**config.mk**
```make
export PLATFORM = sky130hd
export DESIGN_NAME = uart_receive_flat
export DESIGN_NICKNAME = d
export VERILOG_FILES = /design/src/rtl/uart_pkg.sv /design/src/rtl/uart_receive_if.sv /design/src/rtl/uart_sync2.sv /design/src/rtl/uart_receive.sv /design/src/flat_wrapper.sv
export SDC_FILE = /design/constraint.sdc
export NUM_CORES = 1
export LEC_CHECK = 0
export CAP_MARGIN = 20
export CORE_MARGIN = 2
export CORE_UTILIZATION = 55
export CTS_CLUSTER_DIAMETER = 40
export DETAILED_ROUTE_END_ITERATION = 10
export PLACE_DENSITY = 0.82
export SYNTH_ARGS = -nofsm -noshare
export SYNTH_HDL_FRONTEND = slang
export SYNTH_SLANG_ARGS = --single-unit
```
**constraint.sdc**
```tcl
create_clock -name clock -period 2.5 [get_ports clock]
set_clock_uncertainty 0.15 [all_clocks]
set_input_delay 0.5 -clock clock [delete_from_list [all_inputs] [get_ports clock]]
set_output_delay 0.5 -clock clock [all_outputs]
set_load 0.03 [all_outputs]
```
**src/rtl/uart_pkg.sv**
```systemverilog
// Shared UART definitions: receiver state encoding, data width and default bit timing.
package uart_pkg;

    localparam int DATA_BITS   = 8;
    localparam int CLOCKPERBIT = 10;

    typedef enum logic [2:0] {
        IDLE,
        START,
        DATA,
        PARITY,
        STOP,
        BREAK
    } rx_state_t;

endpackage

```
**src/rtl/uart_receive_if.sv**
```systemverilog
// Receiver-side bus: serial input plus the byte/status outputs to the control logic.
// parityerr only exists when UART_RX_PARITY_EN is defined.
interface uart_receive_if;
    import uart_pkg::*;

    logic                 rx;
    logic [DATA_BITS-1:0] rxdata;
    logic                 rxvalid;
    logic                 rxbusy;
    logic                 frameerr;
`ifdef UART_RX_PARITY_EN
    logic                 parityerr;

    modport master (input rx, output rxdata, output rxvalid, output rxbusy,
                    output frameerr, output parityerr);
    modport slave  (output rx, input rxdata, input rxvalid, input rxbusy,
                    input frameerr, input parityerr);
`else
    modport master (input rx, output rxdata, output rxvalid, output rxbusy,
                    output frameerr);
    modport slave  (output rx, input rxdata, input rxvalid, input rxbusy,
                    input frameerr);
`endif

endinterface

```
**src/rtl/uart_sync2.sv**
```systemverilog
// Two-flop synchroniser for an asynchronous, idle-high input; both flops reset to 1.
module uart_sync2 (
    input  logic clock,
    input  logic reset,
    input  logic d,
    output logic q
);

    logic meta;

    always_ff @(posedge clock) begin
        if (!reset) begin
            meta <= 1'b1;
            q    <= 1'b1;
        end else begin
            meta <= d;
            q    <= meta;
        end
    end

endmodule

```
**src/rtl/uart_receive.sv**
```systemverilog
// 8N1 UART receiver sampling each bit at its midpoint; define UART_RX_PARITY_EN for an
// extra even-parity bit (8E1) with a parityerr pulse in place of rxvalid on mismatch.
module uart_receive
    import uart_pkg::*;
#(
    parameter int clockperbit = CLOCKPERBIT
) (
    input  logic           clock,
    input  logic           reset,
    uart_receive_if.master bus
);

    localparam int HALFBIT = clockperbit / 2;
    localparam int CNTW    = $clog2(clockperbit);

    localparam logic [CNTW-1:0] HALF_LOAD = CNTW'(HALFBIT - 1);
    localparam logic [CNTW-1:0] BIT_LOAD  = CNTW'(clockperbit - 1);
    localparam logic [2:0]      LAST_BIT  = 3'(DATA_BITS - 1);

    rx_state_t            state;
    logic [CNTW-1:0]      count;
    logic [2:0]           bitidx;
    logic [DATA_BITS-1:0] shreg;
    logic                 rx_s;
`ifdef UART_RX_PARITY_EN
    logic                 par_bit;
`endif

    uart_sync2 u_sync (
        .clock (clock),
        .reset (reset),
        .d     (bus.rx),
        .q     (rx_s)
    );

    assign bus.rxbusy = (state != IDLE);

    always_ff @(posedge clock) begin
        if (!reset) begin
            state        <= IDLE;
            count        <= '0;
            bitidx       <= '0;
            shreg        <= '0;
            bus.rxdata   <= '0;
            bus.rxvalid  <= 1'b0;
            bus.frameerr <= 1'b0;
`ifdef UART_RX_PARITY_EN
            par_bit       <= 1'b0;
            bus.parityerr <= 1'b0;
`endif
        end else begin
            bus.rxvalid  <= 1'b0;
            bus.frameerr <= 1'b0;
`ifdef UART_RX_PARITY_EN
            bus.parityerr <= 1'b0;
`endif
            case (state)
                IDLE: begin
                    if (!rx_s) begin
                        state <= START;
                        count <= HALF_LOAD;
                    end
                end
                // A start bit that is high again at its midpoint is treated as a glitch.
                START: begin
                    if (count == '0) begin
                        if (rx_s) begin
                            state <= IDLE;
                        end else begin
                            state  <= DATA;
                            count  <= BIT_LOAD;
                            bitidx <= '0;
                        end
                    end else begin
                        count <= count - 1'b1;
                    end
                end
                DATA: begin
                    if (count == '0) begin
                        shreg <= {rx_s, shreg[DATA_BITS-1:1]};
                        count <= BIT_LOAD;
                        if (bitidx == LAST_BIT) begin
`ifdef UART_RX_PARITY_EN
                            state <= PARITY;
`else
                            state <= STOP;
`endif
                        end else begin
                            bitidx <= bitidx + 3'd1;
                        end
                    end else begin
                        count <= count - 1'b1;
                    end
                end
`ifdef UART_RX_PARITY_EN
                PARITY: begin
                    if (count == '0) begin
                        par_bit <= rx_s;
                        count   <= BIT_LOAD;
                        state   <= STOP;
                    end else begin
                        count <= count - 1'b1;
                    end
                end
`endif
                STOP: begin
                    if (count == '0) begin
                        if (rx_s) begin
                            state <= IDLE;
`ifdef UART_RX_PARITY_EN
                            if (^{shreg, par_bit}) begin
                                bus.parityerr <= 1'b1;
                            end else begin
                                bus.rxdata  <= shreg;
                                bus.rxvalid <= 1'b1;
                            end
`else
                            bus.rxdata  <= shreg;
                            bus.rxvalid <= 1'b1;
`endif
                        end else begin
                            bus.frameerr <= 1'b1;
                            state        <= BREAK;
                        end
                    end else begin
                        count <= count - 1'b1;
                    end
                end
                // Hold here while the line stays low so a stuck line cannot spawn new frames.
                BREAK: begin
                    if (rx_s) begin
                        state <= IDLE;
                    end
                end
                default: state <= IDLE;
            endcase
        end
    end

endmodule

```
**src/flat_wrapper.sv**
```systemverilog
// flat-port wrapper written by rule: the top's interface ports become plain ports
module uart_receive_flat import uart_pkg::*;
#(
    parameter int clockperbit = CLOCKPERBIT
)
  (clock, reset, bus_rx, bus_rxdata, bus_rxvalid, bus_rxbusy, bus_frameerr);
  uart_receive_if bus_i ();
  input  logic clock;
  input  logic reset;
  input wire logic [$bits(bus_i.rx)-1:0] bus_rx;
  output wire logic [$bits(bus_i.rxdata)-1:0] bus_rxdata;
  output wire logic [$bits(bus_i.rxvalid)-1:0] bus_rxvalid;
  output wire logic [$bits(bus_i.rxbusy)-1:0] bus_rxbusy;
  output wire logic [$bits(bus_i.frameerr)-1:0] bus_frameerr;
  assign bus_i.rx = bus_rx;
  assign bus_rxdata = bus_i.rxdata;
  assign bus_rxvalid = bus_i.rxvalid;
  assign bus_rxbusy = bus_i.rxbusy;
  assign bus_frameerr = bus_i.frameerr;
  uart_receive #(.clockperbit(clockperbit)) u_core (.clock(clock), .reset(reset), .bus(bus_i));
endmodule
```
==> out/qor.txt <==
slowest cell on the critical path = clkdlybuf4s50_1
YS warnings = 0
Final Max Tran Viols = 0
die width = 54.34 um
Mean Syn Cell Area = 8.878 um^2
synthesized instance count = 157
Seq/Total Area, Yosys = 43.09%
status = finished, final reports clean
H-tree depth = 2
Setup crit end kind = output pin
RSZ-0062 raised after global routing = no
synth unique cells = 39
Final Setup Violations = 0
r2r endpoint = u_core.count[2]
Async S/R FF share, synth = 0%
pre-CTS setup slack = 0.3868 ns
largest net degree at the start of global routing = 23
slowest cell delay on critical path = 0.66 ns
Final Wtd Congestion = 0.8522
worst path bufs/invs = 1
count leader, synth = dfxtp_1
CP Launch Type = flop
R2R Setup Slk = 0.34 ns
Max VDD drop = 0.4540 mV
post-route ant nets = 0
post-route minimum period = 2.368 ns
initial antenna violation count = 0
Synth Flop Type = dfxtp_1
drt total wl = 2.744 mm
clk sinks = 30
GRT Util Overall = 20.70%
CP cell instances = or3_1, clkdlybuf4s50_1
Worst-Margin Slew = 0.4322 ns
full die area = 0.002953 mm^2
row cnt = 18
number of vias after detailed routing = 1,182
Tcrit/Tclk final = 94.73%
HP Start = u_core.u_sync.meta
Max Root-Sink Buffers = 2
maxcap violations = 0
Post-synth EDFFs = 0
share of layout cells above drive strength 1 = 10.47%
Pwr Density = 523.5 mW/mm^2
Setup TNS = 0 ns
Yosys top cell area share = 43.09%
Cell Area, Synth = 0.001394 mm^2
Ant. Diodes = 0
Worst Hold Class = flop to flop
critical path's top delay family = buffers and inverters
Post-CTS Setup Repair Bufs = 0
max_slew headroom = 70.44%
synthesized flop and latch total = 30
Worst Path Class, Setup = flop to output pin
CTS tree = done
Final Hold Vio Count = 0
Post-Layout Cell Count = 202
global route overflow = 0
Critical R2R Launch = u_core.count[0]
PnR worst setup slack = 0.1317 ns
post-detail-place hpwl = 1.901 mm
clock root buffer = clkbuf_4
clock slew at reported path FFs = 0.08 ns
post-synth net total = 164
IO buf count = 13
Worst Reg-to-Reg Cells = 6
FILL cells = 201
# DRC = 0
Synth top cells by count = dfxtp_1 (30), nor2_1 (14), nand2_1 (13)
DR pass1 iterations = 5
placed cells = 194
Worst-Skew Late Latency = 0.33 ns
Die Y = 54.34 um
core area = 0.002432 mm^2
drt via density = 5.851
Ports = 14
Area Growth Syn to Fin = 15.35%
FF+latch area = 601.8 um^2
Max Freq = 422.2 MHz
vias in the first global route = 1,019
post-DR wirelength/cell = 13.58 um
Layout Nets = 178
hold endpoint = u_core.u_sync.q
worst-path fanout max = 12
worst path arrival time = 1.72 ns
1st-iter DRT viols = 36
Initial Util = 57.30%
WHS Path Cells = 1
top cells by area, synth = dfxtp_1 (43%), mux2i_1 (7.2%), a21oi_1 (4.3%)
critical path data required time = 1.85 ns
CTS Buf Count = 5
leading area contributor after synthesis = dfxtp_1
multi-input combinational cell area = 714.4 um^2
first-pass GRT wire length = 4.298 mm
Lkg Pwr = 0.6328 nW
-- layout make-up --
cell class	instances	share of cell area, %
clock buffers	7	3.424
multi-input cells	109	44.44
flip-flops and latches	30	37.43
inverters	7	1.634
clock inverters	1	0.3113
well taps	30	2.335
repair buffers	18	10.43
-- registers in the layout, summed over array words and instances (netlist names) --
| name | flops |
|---|---|
| u_core.bus.rxdata | 8 |
| u_core.shreg | 8 |
| u_core.count | 4 |
| u_core.bitidx | 3 |
| u_core.state | 3 |
| u_core.bus.frameerr | 1 |
| u_core.bus.rxvalid | 1 |
| u_core.u_sync.meta | 1 |
| u_core.u_sync.q | 1 |
-- kinds of logic (layout without fill, tap and decap cells) --
logic type | count (synthesis) | count (layout) | synth area share [%]
compound gates | 34 | 34 | 17.41
xor+xnor | 1 | 1 | 0.6285
fa+ha+maj | 4 | 4 | 3.591
buf+inv | 18 | 33 | 5.655
flops | 30 | 30 | 43.09
mux | 10 | 10 | 7.182
simple gates | 60 | 60 | 22.44
-- worst max-delay path by stage --
stage | from | to | slack, ns | cells past startpoint
6_report | u_core.state[1] | bus_rxbusy | 0.13 | 2
3_3_place_gp | u_core.count[0] | u_core.count[2] | 0.46 | 6
3_5_place_dp | u_core.count[0] | u_core.count[2] | 0.39 | 6
2_1_floorplan | u_core.count[0] | u_core.count[2] | 0.56 | 7
4_1_cts | u_core.state[0] | bus_rxbusy | 0.05 | 2
5_1_grt | u_core.state[1] | bus_rxbusy | 0.03 | 2
-- what timing repair did --
item / CTS / global route
gates resized for setup: 0 / 1
hold buffers: 0 / 0
endpoints found under the setup margin: 0 / 1
-- worst reg2reg max path: cells and delay by family, from the launching register on --
family          cells  cell delay [ns]
buf+inv             1             0.11
simple gates        1             0.48
compound gates      3             0.74
flops               1             0.34
fa+ha+maj           1             0.20
-- cells in the final DEF, fill, tap and decap left out, types with 2 or more instances in the layout --
master and count:
buf_4 5, o32ai_1 2, a31oi_1 2, ha_1 4, clkbuf_4 5, nand2b_1 4
nand3_1 12, o21a_1 2, clkdlybuf4s50_1 13, mux2i_1 10, inv_1 6, nand2_1 13
o21ai_0 4, a21oi_1 12, nor3b_1 3, nor2_1 14, nor3_1 4, or3b_1 2
and2_1 2, dfxtp_1 29, nor3b_2 2
-- per-layer routing --
layer,GRT usage [%],up-vias,wire (um)
li1,-,590,-
met1,22.97,549,1198
met2,34.34,38,1363
met3,8.197,5,143
met4,10.00,0,38
met5,0,-,0
-- metrics by stage --
step / hold slack, ns / area (um^2) / util (%) / total power [mW]
2_1_floorplan: 0.2363 / 1394 / - / 0.5395
3_3_place_gp: 0.2425 / 1546 / 63.58 / 0.5509
3_5_place_dp: 0.2472 / 1546 / 63.58 / 0.5526
4_1_cts: 0.2870 / 1607 / 66.05 / 0.8495
5_1_grt: 0.3236 / 1608 / 66.10 / 0.8813
6_report: 0.2781 / 1608 / 66.10 / 0.8417
-- power by group --
group / internal (mW) / leakage [nW] / switching (mW)
combinational: 0.0216 / 0.355 / 0.0331
sequential: 0.481 / 0.243 / 0.00672
clock: 0.136 / 0.0353 / 0.163
total: 0.639 / 0.633 / 0.203
Power figures use the tool's default switching activity.
